==> src/rtl/instr_fetch_ctrl_pkg.sv <==
// ISA field positions, opcodes, bubble word and fetch-FSM encoding shared by
// the fetch controller and the executors.
package uc_isa_pkg;
  localparam int OPC_HI  = 15;
  localparam int OPC_LO  = 12;
  localparam int FLD1_HI = 11;
  localparam int FLD1_LO = 6;
  localparam int FLD2_HI = 5;
  localparam int FLD2_LO = 0;

  localparam logic [3:0] OPC_ALU  = 4'b0000;
  localparam logic [3:0] OPC_ALUI = 4'b0001;
  localparam logic [3:0] OPC_HALT = 4'b1111;

  localparam logic [15:0] BUBBLE_DEFAULT = 16'hFFFF;

  typedef enum logic [2:0] {
    IDLE       = 3'd0,
    FETCH_ADDR = 3'd1,
    FETCH_RD   = 3'd2,
    LATCH      = 3'd3,
    DISPATCH   = 3'd4,
    BUBBLE     = 3'd5,
    HALTED     = 3'd6,
    FAULT      = 3'd7
  } fetch_state_t;
endpackage

==> src/rtl/instr_fetch_ctrl_if.sv <==
// Memory/executor-side bus of the fetch controller.
// INSTR_COUNT_EN adds the retired-instruction counter.
interface instr_fetch_ctrl_if;
  logic        run;
  logic [15:0] memData;
  logic        memValid;
  logic        doneIn;
  logic        pcOutEN;
  logic        marLatch;
  logic        memRd;
  logic        irLatch;
  logic [15:0] instruction;
  logic        execValid;
  logic        halted;
  logic        fault;
`ifdef INSTR_COUNT_EN
  logic [15:0] instrCount;
`endif

  modport master (
    input  run, memData, memValid, doneIn,
    output pcOutEN, marLatch, memRd, irLatch, instruction, execValid, halted, fault
`ifdef INSTR_COUNT_EN
    , output instrCount
`endif
  );

  modport slave (
    output run, memData, memValid, doneIn,
    input  pcOutEN, marLatch, memRd, irLatch, instruction, execValid, halted, fault
`ifdef INSTR_COUNT_EN
    , input instrCount
`endif
  );
endinterface

==> src/rtl/exec_watchdog.sv <==
// Cycle watchdog for the two wait states; flags a timeout on the last allowed
// cycle unless the awaited event shows up in that same cycle.
module exec_watchdog #(
    parameter int TIMEOUT_CYCLES = 64
) (
    input  logic clk,
    input  logic rst,
    input  logic clear,
    input  logic enable,
    input  logic evt,
    output logic timeout
);
    logic [7:0] cnt;

    always_ff @(posedge clk or posedge rst) begin
        if (rst)                          cnt <= '0;
        else if (clear)                   cnt <= '0;
        else if (enable && cnt != 8'hFF)  cnt <= cnt + 8'd1;
    end

    assign timeout = enable && !evt && (cnt == 8'(TIMEOUT_CYCLES - 1));
endmodule

==> src/rtl/instr_fetch_ctrl.sv <==
// Fetch/dispatch controller: fetch, latch IR, dispatch, one-cycle bubble.
// INSTR_COUNT_EN adds instrCount, bumped on every completed dispatch.
module instr_fetch_ctrl
  import uc_isa_pkg::*;
#(
    parameter int          TIMEOUT_CYCLES = 64,
    parameter logic [3:0]  HALT_OPCODE    = OPC_HALT,
    parameter logic [15:0] BUBBLE_WORD    = BUBBLE_DEFAULT
) (
    input logic               clk,
    input logic               rst,
    instr_fetch_ctrl_if.master bus
);
    fetch_state_t state, nxt;
    logic [15:0]  ir;
    logic         wd_clear, wd_en, wd_evt, wd_timeout;

    assign wd_clear = (state == FETCH_ADDR) || (state == LATCH);
    assign wd_en    = (state == FETCH_RD) || (state == DISPATCH);
    assign wd_evt   = (state == FETCH_RD) ? bus.memValid : bus.doneIn;

    exec_watchdog #(.TIMEOUT_CYCLES(TIMEOUT_CYCLES)) u_wd (
        .clk     (clk),
        .rst     (rst),
        .clear   (wd_clear),
        .enable  (wd_en),
        .evt     (wd_evt),
        .timeout (wd_timeout)
    );

    always_comb begin
        nxt = state;
        case (state)
            IDLE:       if (bus.run) nxt = FETCH_ADDR;
            FETCH_ADDR: nxt = FETCH_RD;
            FETCH_RD:   if (bus.memValid) nxt = LATCH;
                        else if (wd_timeout) nxt = FAULT;
            LATCH:      nxt = (ir[OPC_HI:OPC_LO] == HALT_OPCODE) ? HALTED : DISPATCH;
            DISPATCH:   if (bus.doneIn) nxt = BUBBLE;
                        else if (wd_timeout) nxt = FAULT;
            BUBBLE:     nxt = bus.run ? FETCH_ADDR : IDLE;
            default:    nxt = state;
        endcase
    end

    // Outputs are registered from the next state so they track the state register.
    always_ff @(posedge clk or posedge rst) begin
        if (rst) begin
            state           <= IDLE;
            ir              <= BUBBLE_WORD;
            bus.instruction <= BUBBLE_WORD;
            bus.pcOutEN     <= 1'b0;
            bus.marLatch    <= 1'b0;
            bus.memRd       <= 1'b0;
            bus.irLatch     <= 1'b0;
            bus.execValid   <= 1'b0;
            bus.halted      <= 1'b0;
            bus.fault       <= 1'b0;
        end else begin
            state <= nxt;
            if (state == FETCH_RD && bus.memValid) ir <= bus.memData;
            bus.instruction <= (nxt == DISPATCH) ? ir : BUBBLE_WORD;
            bus.pcOutEN     <= (nxt == FETCH_ADDR);
            bus.marLatch    <= (nxt == FETCH_ADDR);
            bus.memRd       <= (nxt == FETCH_RD);
            bus.irLatch     <= (nxt == LATCH);
            bus.execValid   <= (nxt == DISPATCH);
            bus.halted      <= (nxt == HALTED);
            bus.fault       <= (nxt == FAULT);
        end
    end

`ifdef INSTR_COUNT_EN
    always_ff @(posedge clk or posedge rst) begin
        if (rst)                              bus.instrCount <= '0;
        else if (state == DISPATCH && bus.doneIn) bus.instrCount <= bus.instrCount + 16'd1;
    end
`endif
endmodule

==> src/flat_wrapper.sv <==
// flat-port wrapper written by rule: the top's interface ports become plain ports
module instr_fetch_ctrl_flat import uc_isa_pkg::*;
#(
    parameter int          TIMEOUT_CYCLES = 64,
    parameter logic [3:0]  HALT_OPCODE    = OPC_HALT,
    parameter logic [15:0] BUBBLE_WORD    = BUBBLE_DEFAULT
)
  (clk, rst, bus_run, bus_memData, bus_memValid, bus_doneIn, bus_pcOutEN, bus_marLatch, bus_memRd, bus_irLatch, bus_instruction, bus_execValid, bus_halted, bus_fault);
  instr_fetch_ctrl_if bus_i ();
  input logic clk;
  input logic rst;
  input wire logic [$bits(bus_i.run)-1:0] bus_run;
  input wire logic [$bits(bus_i.memData)-1:0] bus_memData;
  input wire logic [$bits(bus_i.memValid)-1:0] bus_memValid;
  input wire logic [$bits(bus_i.doneIn)-1:0] bus_doneIn;
  output wire logic [$bits(bus_i.pcOutEN)-1:0] bus_pcOutEN;
  output wire logic [$bits(bus_i.marLatch)-1:0] bus_marLatch;
  output wire logic [$bits(bus_i.memRd)-1:0] bus_memRd;
  output wire logic [$bits(bus_i.irLatch)-1:0] bus_irLatch;
  output wire logic [$bits(bus_i.instruction)-1:0] bus_instruction;
  output wire logic [$bits(bus_i.execValid)-1:0] bus_execValid;
  output wire logic [$bits(bus_i.halted)-1:0] bus_halted;
  output wire logic [$bits(bus_i.fault)-1:0] bus_fault;
  assign bus_i.run = bus_run;
  assign bus_i.memData = bus_memData;
  assign bus_i.memValid = bus_memValid;
  assign bus_i.doneIn = bus_doneIn;
  assign bus_pcOutEN = bus_i.pcOutEN;
  assign bus_marLatch = bus_i.marLatch;
  assign bus_memRd = bus_i.memRd;
  assign bus_irLatch = bus_i.irLatch;
  assign bus_instruction = bus_i.instruction;
  assign bus_execValid = bus_i.execValid;
  assign bus_halted = bus_i.halted;
  assign bus_fault = bus_i.fault;
  instr_fetch_ctrl #(.TIMEOUT_CYCLES(TIMEOUT_CYCLES), .HALT_OPCODE(HALT_OPCODE), .BUBBLE_WORD(BUBBLE_WORD)) u_core (.clk(clk), .rst(rst), .bus(bus_i));
endmodule
==> config.mk <==
export PLATFORM = sky130hd
export DESIGN_NAME = instr_fetch_ctrl_flat
export DESIGN_NICKNAME = d
export VERILOG_FILES = /design/src/rtl/instr_fetch_ctrl_pkg.sv /design/src/rtl/instr_fetch_ctrl_if.sv /design/src/rtl/exec_watchdog.sv /design/src/rtl/instr_fetch_ctrl.sv /design/src/flat_wrapper.sv
export SDC_FILE = /design/constraint.sdc
export NUM_CORES = 1
export LEC_CHECK = 0
export CAP_MARGIN = 0
export CORE_MARGIN = 5
export CORE_UTILIZATION = 25
export CTS_CLUSTER_DIAMETER = 150
export DETAILED_ROUTE_END_ITERATION = 8
export GPL_TIMING_DRIVEN = 1
export PLACE_DENSITY_LB_ADDON = 0.15
export SYNTH_ARGS = -nofsm -noshare
export SYNTH_HDL_FRONTEND = slang
export SYNTH_SLANG_ARGS = --single-unit
==> constraint.sdc <==
create_clock -name clk -period 1.7 [get_ports clk]
set_input_delay 0.34 -clock clk [delete_from_list [all_inputs] [get_ports clk]]
set_output_delay 0.34 -clock clk [all_outputs]
set_load 0.01 [all_outputs]
Word level (Yosys, flattened, before mapping)
Cells that the tools add are included.
Storage, ports and cells
  register bits after elaboration: 49
  input bits: 21
  output and inout port bits: 23
  word-level logic and storage cells: 45
Operators by class
  $add $sub $neg: 1
  eq/ne operators: 14
  mux-type cells: 11
  reductions and logical operators: 9
Operator list (count)
  3-bit case mux with 6 select lines: 1
  16-bit 2-to-1 mux: 1
  8-bit 2-to-1 mux: 2
  3-bit equality test, second input constant: 5
  3-bit by 2-bit equality test with 1-bit output, second input constant: 4
  3-bit 2-to-1 mux: 4
  8-bit by 1-bit adder with 8-bit output, second input constant: 1
  8-bit by 6-bit equality test with 1-bit output, second input constant: 1
  8-bit inequality test, second input constant: 1
  3-bit by 1-bit equality test with 1-bit output, second input constant: 2
  4-bit equality test, second input constant: 1
  1-bit logical AND: 4
  3-bit logical NOT: 1
  1-bit logical OR: 2
  1-bit 2-to-1 mux: 2
  2-bit 2-to-1 mux: 1
  2-bit nonzero test: 1
  1-bit logical NOT: 1

Logic depth before layout (Yosys ltp)
  depth after elaboration: 10
  depth in mapped cells: 6

Modules after synthesis
A second synthesis with hierarchy kept.
Unflattened totals
  cells, all modules: 160
  area total of the unflattened synthesis: 2085.8 µm²
Modules (own cells, without submodules)
  instr_fetch_ctrl: instances 1, cells an instance 113, area each 1642.8 µm², seq. area each 1066.0 µm²
  exec_watchdog: instances 1, cells an instance 47, area each 442.9 µm², seq. area each 200.2 µm²

Least setup slack after synthesis
No wires, ideal clock.
  kind: reg2reg
  start point: register u_core.u_wd.cnt[0]
  end point: register u_core.bus.execValid
  arrival: 1.465 ns
  slack: 0.114 ns
  stages on the path, launching flop included: 6
  path through: dfrtp_1 > ha_1 > nand4bb_1 > a2111oi_4 > a22oi_4 > buf_6
On the way
  longest elaborated chain between the ends: 6
RTL lines
  start: declaration: line exec_watchdog.sv:13  | logic [7:0] cnt;
  start signal: assignment: line exec_watchdog.sv:18  | else if (enable && cnt != 8'hFF) cnt <= cnt + 8'd1;
  8-bit by 6-bit equality test with 1-bit output *: line exec_watchdog.sv:21  | assign timeout = enable && !evt && (cnt == 8'(TIMEOUT_CYCLES - 1));
  1-bit logical AND *: line exec_watchdog.sv:21
  3-bit 2-to-1 mux *: line instr_fetch_ctrl.sv:37, instr_fetch_ctrl.sv:40
  3-bit 2-to-1 mux (on tied branches): line instr_fetch_ctrl.sv:39, instr_fetch_ctrl.sv:36
  3-bit case mux with 6 select lines *: line instr_fetch_ctrl.sv:33  | case (state)
  3-bit equality test *: line instr_fetch_ctrl.sv:67  | bus.execValid <= (nxt == DISPATCH);
  end signal: assignment: line instr_fetch_ctrl.sv:67
  end: declaration: line instr_fetch_ctrl_if.sv:22  | output pcOutEN, marLatch, memRd, irLatch, instruction, execValid, halted, fault
Mark *: on every way between the ends. The rest lies on a longest branch, timed or not.
A chain may end at the register's enable or synchronous reset.

Final worst setup path
  start point: register u_core.state[2]
  end point: register u_core.bus.instruction[15]
On the way
  longest elaborated chain between the ends: 10
RTL lines
  start: declaration: line instr_fetch_ctrl.sv:14  | fetch_state_t state, nxt;
  start signal: assignment: line instr_fetch_ctrl.sv:60  | state <= nxt;
  3-bit by 2-bit equality test with 1-bit output: line instr_fetch_ctrl.sv:19, instr_fetch_ctrl.sv:20, instr_fetch_ctrl.sv:33
  1-bit 2-to-1 mux: line instr_fetch_ctrl.sv:20  | assign wd_evt = (state == FETCH_RD) ? bus.memValid : bus.doneIn;
  1-bit logical NOT: line exec_watchdog.sv:21
  1-bit logical AND (2 in series): line exec_watchdog.sv:21
  3-bit 2-to-1 mux: line instr_fetch_ctrl.sv:37, instr_fetch_ctrl.sv:40
  3-bit 2-to-1 mux (on tied branches): line instr_fetch_ctrl.sv:39, instr_fetch_ctrl.sv:36
  3-bit case mux with 6 select lines *: line instr_fetch_ctrl.sv:33
  3-bit equality test *: line instr_fetch_ctrl.sv:62  | bus.instruction <= (nxt == DISPATCH) ? ir : BUBBLE_WORD;
  16-bit 2-to-1 mux *: line instr_fetch_ctrl.sv:62
  end signal: assignment: line instr_fetch_ctrl.sv:62
  end: declaration: line instr_fetch_ctrl_if.sv:22
Marks and branches as above.

==> flow_summary.toml <==
[setup_path]
critical_path.endpoint_type = "flip-flop"
reg2reg_slack_ns = 0.10
arrival_ns = 1.84
crit_path_start_kind = "flip-flop"
reg2reg_to = "u_core.bus.instruction[15]$_DFF_PP1_"
cp.buffers_inverters = 1
slowest_delay_ns = 0.48
reg2reg_from = "u_core.state[2]$_DFF_PP0_"
critPathMaxFanout = 17
rr_worst_depth = 5
crit_type = "flip-flop to flip-flop"
crit_family = "compound AO/OA/AOI/OAI gates"
slowest_stage = "a2111oi_4"
path_cells = "nand2b_2, a2111oi_4, a22oi_4, buf_12, nand2b_1"
crit_required_ns = 1.94

[floorplan]
die-width_um = 102
start_util = 0.256
die_h_um = 102
placementRows = 33
coreArea_um2 = 8220
die-area_um2 = 10400
ios = 44

[grt]
antenna_found_initial = 0
grt_pass1_vias = 1370
grt_use_total = 0.0866
grt-ovfl-total = 0
grt_pass1_wl_mm = 7.03
grt_max_degree = 50

[run_status]
outcome = "complete, no violations"

[yosys]
synth_cell_types = 36
synth.avg_cell_area_um2 = 12.9
synth_ff_type = "dfstp_2"
synth_warnings = 0
synth_edf_count = 0
synthCells = 163
yosysSeqAreaShare = 0.601
synth.net_count = 185
synth_area_um2 = 2110
ys_async_sr_fraction = 1.00
synth_seq_cells = 49

[drt]
postRouteAntennaNets = 0
drc_errors = 0
drt-vias-per-instance = 4.18
wl_per_cell_um = 13.2
drtIter0Drc = 10
routed_wl_mm = 4.31
drtPass1Iterations = 4
vias = 1372

[clock_network]
tritoncts = "built"
cts_hold_buf = 0
cts_sinks = 49
clk-insertion-delay-late_ns = 0.30
cts-root-buf = "clkbuf_8"
cts.reportedPaths.clkPinSlew_ns = 0.10
clockBufferDepth = 2
htree_num_levels = 2
cts_made_buffers = 5

[final_layout]
drive_gt1_frac = 0.368
areaGrowthSynthToFinish_pct = 38.1
mostFrequentLayoutCell = "dfstp_2"
nets = 244
final_cell_mix = "32 x dfstp_2, 27 x clkdlybuf4s50_1, 22 x nand2b_1"
diodes = 0
fillers = 820

[sta]
worst_pin_slew_ns = 0.438
final.setup.tns_ns = 0
fin_skew_ns = 0.00789
min_period_ns = 1.60
fmax_ghz = 0.625
drv_slew = 0
relSlewSlack = 0.707
finalCritPeriodShare = 0.941
hold_violations = 0
setup-violations-final = 0
rsz0062_at_grt = "no"

[pwr]
combPwrFrac = 0.398
seq_power_share = 0.438
switching_power_uw = 1510
p_sw_frac = 0.314
peakVddDrop_v = 0.000521
powerDensity_nw_per_um2 = 1650
finalPower_uw = 4810
p_leak_uw = 0.00112
clkPwrFrac = 0.164
internal_power_uw = 3300

[placed_design]
hpwlAfterDp_mm = 2.99
numPortBuffers = 43
gp_congestion = 0.729

[hold_path]
min_path_type = "input port to async pin"

[job]
cap_violations = 0
worst max path at each step:
stage	start	end	slack (ns)	cells past startpoint
after floorplan	u_core.u_wd.cnt[0]$_DFFE_PP0P_	u_core.bus.execValid$_DFF_PP0_	0.11	5
after global placement	bus_doneIn	u_core.bus.instruction[10]$_DFF_PP1_	-0.05	5
after detailed placement	bus_doneIn	u_core.bus.instruction[9]$_DFF_PP1_	-0.05	5
after CTS	u_core.bus.instruction[4]$_DFF_PP1_	bus_instruction[4]	0.0003	1
after global routing	u_core.state[1]$_DFF_PP0_	u_core.u_wd.cnt[3]$_DFFE_PP0P_	0.006	4
final	u_core.state[2]$_DFF_PP0_	u_core.bus.instruction[15]$_DFF_PP1_	0.10	5
tightest hold or removal path, stage by stage:
cell             delay (ns)
clkdlybuf4s50_1        0.41
inv_2                  0.07
buf_12                 0.25
sequential cells by signal, indices dropped and copies added (netlist names), 3 cells and up:
name                    flops
u_core.bus.instruction     16
u_core.ir                  16
u_core.state                3
u_core.u_wd.cnt             8
cell usage after synthesis, types with 2 or more instances:
cell type	instances	share of area
nand2b_1	22	0.065
o21ai_0	7	0.017
buf_4	2	0.0071
clkbuf_1	2	0.0036
nor2_1	4	0.0071
o211ai_1	2	0.0071
dfstp_2	32	0.40
nand2_1	16	0.029
nor4b_1	2	0.0083
mux2_2	17	0.091
inv_1	3	0.0053
nor2b_1	2	0.0059
nand3_1	3	0.0071
buf_6	2	0.011
nand4_1	3	0.0089
nor3_1	2	0.0048
or3_1	2	0.0059
mux2i_1	6	0.029
dfrtp_1	17	0.20
cells by family after synthesis:
group                    share of synthesized area
XOR/XNOR                                   0.00416
AND/OR/NAND/NOR                              0.175
adder cells (fa/ha/maj)                    0.00594
AO/OA/AOI/OAI                               0.0654
buffers and inverters                       0.0291
flip-flops                                   0.601
multiplexers                                 0.119
per-stage QoR:
stage               instance area [um^2]   util  cells  setup slack, ns  hold slack, ns
floorplan                           2110      -    163            0.114           0.474
global route                        2910  0.354    328          0.00602           0.422
global placement                    2780  0.338    320          -0.0546           0.478
CTS                                 2870  0.349    328         0.000347           0.396
detailed placement                  2780  0.338    320          -0.0546           0.483
finish                              2910  0.354    328            0.100           0.394
routing by layer:
layer | wire length (um) | track usage | share of wire | vias to the layer above
li1 | - | - | - | 680
met1 | 2160 | 0.128 | 0.50 | 653
met2 | 1850 | 0.123 | 0.43 | 37
met3 | 292 | 0.0241 | 0.068 | 2
met4 | 10 | 0.0245 | 0.0023 | 0
met5 | 0 | 0 | 0 | -
power groups by stage:
stage               clock network (uW)  registers (uW)  logic [uW]
finish                             789            2110        1920
global route                       878            2180        2100
CTS                                841            2110        1940
detailed placement                   0            2130        2030
global placement                     0            2140        2020
floorplan                            0            2200        1060
what timing repair did:
| item | in CTS | in global routing |
|---|---|---|
| pin swaps | 1 | 1 |
| resized for setup | 13 | 7 |
| setup buffers | 0 | 0 |
| endpoints found under the hold margin | 0 | 0 |
| endpoints found under the setup margin | 31 | 22 |
layout make-up:
cell class | count | area [um^2] | area share
Multi-Input combinational cell | 104 | 813 | 0.280
Tap cell | 105 | 131 | 0.0452
Sequential cell | 49 | 1270 | 0.435
Clock inverter | 2 | 13.8 | 0.00473
Clock buffer | 6 | 93.8 | 0.0323
Inverter | 3 | 11.3 | 0.00387
Timing Repair Buffer | 59 | 579 | 0.199
Note: power is estimated with default switching activity, not from simulation.
